--- config.mk ---
export PLATFORM = sky130hd
export DESIGN_NAME = mips_main_fsm
export DESIGN_NICKNAME = d
export VERILOG_FILES = /design/src/rtl/mips_main_fsm.sv
export SDC_FILE = /design/constraint.sdc
export NUM_CORES = 1
export LEC_CHECK = 0
export ABC_AREA = 0
export CORE_MARGIN = 5
export CORE_UTILIZATION = 35
export DETAILED_ROUTE_END_ITERATION = 10
export PLACE_DENSITY = 0.78
export SLEW_MARGIN = 20
export SYNTH_ARGS = -nofsm -noshare
export SYNTH_HDL_FRONTEND = slang
export SYNTH_SLANG_ARGS = --single-unit
--- constraint.sdc ---
create_clock -name clk -period 1.35 [get_ports clk]
set_input_delay 0.27 -clock clk [delete_from_list [all_inputs] [get_ports clk]]
set_output_delay 0.27 -clock clk [all_outputs]
set_load 0.02 [all_outputs]
--- src/rtl/mips_main_fsm.sv ---
// Multicycle MIPS main controller: Moore FSM that sequences fetch/decode/execute
// and decodes the current state into datapath enables, mux selects and ALU op.
module mips_main_fsm #(
    parameter bit MEM_WAIT = 1'b1
) (
    input  logic       clk,
    input  logic       reset_n,
    input  logic [5:0] opcode,
    input  logic [5:0] funct_in,
    input  logic       zero,
    input  logic       mem_ready,
    output logic [5:0] funct,
    output logic [1:0] aluop,
    output logic       alusrca,
    output logic [1:0] alusrcb,
    output logic       zext_imm,
    output logic [1:0] pcsrc,
    output logic       pcen,
    output logic       iord,
    output logic       memwrite,
    output logic       irwrite,
    output logic       regdst,
    output logic       memtoreg,
    output logic       regwrite,
    output logic [3:0] state,
    output logic       illegal_op
);

    typedef enum logic [3:0] {
        S_FETCH   = 4'd0,
        S_DECODE  = 4'd1,
        S_MEMADR  = 4'd2,
        S_MEMRD   = 4'd3,
        S_MEMWB   = 4'd4,
        S_MEMWR   = 4'd5,
        S_EXECUTE = 4'd6,
        S_ALUWB   = 4'd7,
        S_BEQ     = 4'd8,
        S_ADDIEX  = 4'd9,
        S_ORIEX   = 4'd10,
        S_IMMWB   = 4'd11,
        S_JUMP    = 4'd12
    } state_t;

    localparam logic [5:0] OP_LW   = 6'b100011;
    localparam logic [5:0] OP_SW   = 6'b101011;
    localparam logic [5:0] OP_RTYP = 6'b000000;
    localparam logic [5:0] OP_BEQ  = 6'b000100;
    localparam logic [5:0] OP_ADDI = 6'b001000;
    localparam logic [5:0] OP_ORI  = 6'b001101;
    localparam logic [5:0] OP_J    = 6'b000010;

    state_t state_q;
    state_t state_next;
    logic   illegal_c;
    logic   ready;
    logic   pcwrite_c;
    logic   branch_c;
    logic   irwrite_c;
    logic   memwrite_c;
    logic   regwrite_c;

    assign ready = MEM_WAIT ? mem_ready : 1'b1;

    // State register and registered illegal-opcode pulse.
    always_ff @(posedge clk or negedge reset_n) begin
        if (!reset_n) begin
            state_q    <= S_FETCH;
            illegal_op <= 1'b0;
        end else begin
            state_q    <= state_next;
            illegal_op <= illegal_c;
        end
    end

    // Next-state and Moore output decode.
    always_comb begin
        state_next = S_FETCH;
        illegal_c  = 1'b0;
        aluop      = 2'b00;
        alusrca    = 1'b0;
        alusrcb    = 2'b00;
        zext_imm   = 1'b0;
        pcsrc      = 2'b00;
        iord       = 1'b0;
        regdst     = 1'b0;
        memtoreg   = 1'b0;
        pcwrite_c  = 1'b0;
        branch_c   = 1'b0;
        irwrite_c  = 1'b0;
        memwrite_c = 1'b0;
        regwrite_c = 1'b0;
        case (state_q)
            S_FETCH: begin
                alusrcb    = 2'b01;
                pcwrite_c  = ready;
                irwrite_c  = ready;
                state_next = ready ? S_DECODE : S_FETCH;
            end
            S_DECODE: begin
                alusrcb = 2'b11;
                case (opcode)
                    OP_LW, OP_SW: state_next = S_MEMADR;
                    OP_RTYP:      state_next = S_EXECUTE;
                    OP_BEQ:       state_next = S_BEQ;
                    OP_ADDI:      state_next = S_ADDIEX;
                    OP_ORI:       state_next = S_ORIEX;
                    OP_J:         state_next = S_JUMP;
                    default: begin
                        state_next = S_FETCH;
                        illegal_c  = 1'b1;
                    end
                endcase
            end
            S_MEMADR: begin
                alusrca    = 1'b1;
                alusrcb    = 2'b10;
                state_next = (opcode == OP_LW) ? S_MEMRD : S_MEMWR;
            end
            S_MEMRD: begin
                iord       = 1'b1;
                state_next = ready ? S_MEMWB : S_MEMRD;
            end
            S_MEMWB: begin
                memtoreg   = 1'b1;
                regwrite_c = 1'b1;
            end
            S_MEMWR: begin
                iord       = 1'b1;
                memwrite_c = 1'b1;
                state_next = ready ? S_FETCH : S_MEMWR;
            end
            S_EXECUTE: begin
                alusrca    = 1'b1;
                aluop      = 2'b10;
                state_next = S_ALUWB;
            end
            S_ALUWB: begin
                regdst     = 1'b1;
                regwrite_c = 1'b1;
            end
            S_BEQ: begin
                alusrca  = 1'b1;
                aluop    = 2'b01;
                pcsrc    = 2'b01;
                branch_c = 1'b1;
            end
            S_ADDIEX: begin
                alusrca    = 1'b1;
                alusrcb    = 2'b10;
                state_next = S_IMMWB;
            end
            S_ORIEX: begin
                alusrca    = 1'b1;
                alusrcb    = 2'b10;
                zext_imm   = 1'b1;
                aluop      = 2'b11;
                state_next = S_IMMWB;
            end
            S_IMMWB: begin
                regwrite_c = 1'b1;
            end
            S_JUMP: begin
                pcsrc     = 2'b10;
                pcwrite_c = 1'b1;
            end
            default: state_next = S_FETCH;
        endcase
    end

    // Write enables are suppressed for the whole time reset is asserted.
    assign pcen     = (pcwrite_c | (branch_c & zero)) & reset_n;
    assign irwrite  = irwrite_c & reset_n;
    assign memwrite = memwrite_c & reset_n;
    assign regwrite = regwrite_c & reset_n;
    assign funct    = funct_in;
    assign state    = state_q;

endmodule

---- Word-level counts from Yosys, hierarchy flattened ----
Index checks and enable logic that the tools add are counted.
operators by class
  equal/unequal tests ..................... 18
  multiplexer cells ....................... 21
  bitwise gates (word level) .............. 6
  reductions and logical operators ........ 9
operators by type and width
  operator              count
  $pmux W4 S7           1
  $pmux W4 S6           1
  $eq A4 B4 Y1 const B  5
  $eq A4 B3 Y1 const B  4
  $eq A6 B4 Y1 const B  2
  $eq A6 B6 Y1 const B  2
  $mux W1               12
  $pmux W2 S3           2
  $mux W3               3
  $eq A4 B2 Y1 const B  2
  $reduce_or A7 Y1      1
  $eq A6 B2 Y1 const B  1
  $eq A6 B3 Y1 const B  1
  $logic_not A6 Y1      1
  $reduce_or A2 Y1      3
  $reduce_or A3 Y1      2
  $and A1 B1 Y1         5
  $reduce_or A5 Y1      1
  $eq A4 B1 Y1 const B  1
  $logic_not A4 Y1      1
  $pmux W2 S2           1
  $pmux W1 S2           1
  $or A1 B1 Y1          1
word-level totals
  register bits ........................... 5
  logic and storage cells ................. 56

---- Depth between registers and ports, before layout ----
  depth after elaboration ................. 5
  mapped depth ............................ 5
  mapped depth without buffers ............ 4

---- Worst setup path before layout ----
Ideal clock, no wire load.
  kind .................................... reg2out
  start point ............................. register state_q[2], in the netlist state[2]
  end point ............................... output port iord
  arrival ................................. 1375 ps
  required time ........................... 1080 ps
  setup slack ............................. -295 ps
  stages on the path, launching flop included .. 4
  path buffers ............................ 1
  cells stage by stage .................... dfrtp_1 > buf_2 > xnor2_1 > nor3b_1
on the way
  word-level cells in the longest chain between the ends .. 3
ends and longest elaborated chain
  what                                          line  source
  start: declaration                            53    state_t state_q;
  start signal: assignment                      71    state_q <= state_next;
  $eq A4 B3 Y1 or $eq A4 B2 Y1 (tied branches)  93    case (state_q)
  $reduce_or A2 Y1 (no source line) *           n/a
  $mux W1 *                                     93
  end: declaration                              19    output logic iord,
Every way passes the cells marked *; elsewhere a longest branch is shown, timed or not.

---- Final worst setup path ----
  start point ............................. register state_q[1], in the netlist state[1]
  end point ............................... output port pcen
on the way
  word-level cells in the longest chain between the ends .. 5
ends and longest elaborated chain
  what              line  source
  $eq A4 B4 Y1      93
  $mux W1           93
  $and A1 B1 Y1     172   assign pcen = (pcwrite_c | (branch_c & zero)) & reset_n;
  $or A1 B1 Y1 *    172
  $and A1 B1 Y1 *   172
  end: declaration  18    output logic pcen,
Marked as above.

==> run summary <==
R2R Setup Slk: -0.15 ns
YS warnings: 0
switching power: 865 uW
Post-synth EDFFs: 0
Avg Cell Area, Syn: 7.28 um2
Cell Int Power: 1.04 mW
DR vias/cell: 5.45
crit path time final: 1.64 ns
hpwl dp: 1950 um
FMAX: 610 MHz
Starting Density: 0.371
first-pass GRT wire length: 4140 um
Worst Path Max Fanout: 6
FF+latch area: 130 um2
Antenna Cells: 0
unrepaired setup endpoints after global routing: true
H-tree levels: 1
ys flop type: dfrtp_1
net count reported at finish: 160
failing checks: negative setup slack
Rel. slew slack: 0.765
final core occ: 0.737
syn_nets: 105
largest net degree at the start of global routing: 10
post-synthesis register bit count: 5
clock power share: 0.088
Setup crit start: state[1]$_DFF_PN0_
Comb power frac: 0.762
Net Sw Frac: 0.453
Core ar.: 1750 um2
Routed wire per std cell: 16.1 um
clock skew: 0.00214 ns
Post-Layout Inst Area: 1290 um2
Cell Area, Placed: 1170 um2
Top-Level Pins: 42
most common cell after layout, fill and taps aside: buf_4
run status: complete, but fails checks
Max Cap Viol: 0
synthesis-to-layout area growth: 98.5%
r2r endpoint: state[1]$_DFF_PN0_
initial DRC count: 19
Setup CP Type: reg -> out
RePlAce Congestion: 0.839
part of the power in registers: 0.150
area of the multi-input gates: 536 um2
die width: 53.0 um
root buffer cell: clkbuf_4
# setup viols final: 21
Max stage delay on crit path: 0.46 ns
CP delay by family, top: flip-flops
WP data required: 1.08 ns
post-route ant nets: 0
Yosys cell types: 37
DRT Pass-1 Iters: 4
Post-Syn Area: 648 um2
initial antenna violation count: 0
Leak Pwr: 0.577 nW
total power: 1.91 mW
layout cells sized above 1: 0.580
Min-Delay Path Class: in -> async
WP data arrival: 1.37 ns
cell count after synthesis: 89
CTS tree: done
Crit path buffers/inverters: 1
Max Slew Vio Count: 0
row count: 15
Clock Path Buffers: 2
DRC Markers: 0
die area: 2810 um2
Worst Reg-to-Reg Cells: 5
Total Routing Usage GR: 0.199
Seq/Total Area, Yosys: 0.193
WL final: 2700 um
clk_lat worst skew: 0.24 ns
Critical-path top delay cell: dfrtp_2
Tcrit/Tclk final: 1.22
most frequent cells in the layout: buf_4, buf_6, nor2_1, dlygate4sd2_1
clock-pin slew on the worst setup and hold paths: 0.04 ns
CTS sink count: 5
CP Cell Sequence: or3_4 -> a21oi_4 -> buf_6
PD cells: 1480 nW/um2
CTS Buf Count: 3
Die Y: 53.0 um
fill count: 124
Setup WS post-layout: -0.291 ns
Congestion Overflow GR: 0
Least-Margin Pin Slew: 0.349 ns
vias in the first global route: 942
CP endpoint kind: output pin
PortBufs: 29
Hold Violations, Final: 0
crit start category: register
maximum VDD drop: 720 uV
async set or reset register ratio after synthesis: 1.00
via count: 915
Reg2Reg Launch Point: state[1]$_DFF_PN0_
-- flip-flops by register name, indices dropped and copies added, names as in the netlist --
register / count
state: 4
illegal_op: 1
-- metrics by stage --
stage | hold slack (ns) | setup TNS [ns] | std cells | setup slack, ns
2_1_floorplan | -0.0256 | -0.603 | 89 | -0.125
3_3_place_gp | 0.540 | -9.06 | 157 | -0.826
3_5_place_dp | 0.540 | -9.72 | 157 | -0.830
4_1_cts | 0.0901 | -3.49 | 165 | -0.296
5_1_grt | 0.0915 | -5.11 | 168 | -0.332
6_report | 0.103 | -3.91 | 168 | -0.291
-- cell usage after synthesis, drive strengths merged, types with 2 or more instances --
library cell	instances	share of area
nand3	2	0.015
nor2	9	0.052
xnor2	2	0.027
o21ai	8	0.062
nand2	6	0.042
nor3	6	0.046
nand2b	3	0.029
or3	2	0.019
dfrtp	5	0.19
a21oi	8	0.062
nor2b	3	0.029
buf	13	0.14
inv	2	0.012
-- cell type report --
cell class | count | share of cell area
clock buffer | 4 | 0.0204
timing repair buffer | 64 | 0.432
tap | 25 | 0.0243
sequential | 5 | 0.101
inverter | 2 | 0.00584
multi-input combinational | 68 | 0.416
-- worst reg2reg max path: stages, from the launching register on --
cell and delay [ns]:
dfrtp_2 0.46, buf_4 0.16, nand2b_1 0.18, buf_4 0.18
nor3_1 0.05, a311o_1 0.33
-- power by group through the flow --
stage	sequential, mW	combinational (mW)	clock (mW)
after floorplan	0.309	0.681	0
after global placement	0.273	1.27	0
after detailed placement	0.279	1.30	0
after CTS	0.280	1.35	0.172
after global routing	0.293	1.55	0.191
final	0.285	1.45	0.168
-- metal layers --
layer / vias to the layer above / track usage / part of all wire
li1: 429 / - / -
met1: 429 / 0.223 / 0.37
met2: 44 / 0.366 / 0.53
met3: 13 / 0.0310 / 0.069
met4: 0 / 0.0851 / 0.029
met5: - / 0 / 0
-- logic make-up (layout without fill, tap and decap cells) --
family / count (synthesis) / count (layout) / share of synthesized area
xor gates and xnor gates: 3 / 3 / 0.0521
DFF: 5 / 5 / 0.193
buffers and inverters: 16 / 70 / 0.160
AOI/OAI and AO/OA: 29 / 29 / 0.293
and+or+nand+nor: 36 / 36 / 0.301
-- worst max path at each step --
stage / slack, ns / to / cells past startpoint
2_1_floorplan: -0.13 / pcen / 3
3_3_place_gp: -0.83 / pcen / 5
3_5_place_dp: -0.83 / pcen / 5
4_1_cts: -0.30 / pcen / 3
5_1_grt: -0.33 / pcen / 3
6_report: -0.29 / pcen / 3
-- repair_timing --
action | 4_1_cts | 5_1_grt
endpoints found under the setup margin | 25 | 23
hold buffers | 0 | 0
pin swaps | 9 | 4
setup buffers | 4 | 3
resized for setup | 114 | 9
No activity file was read; power rests on OpenSTA's default activity.
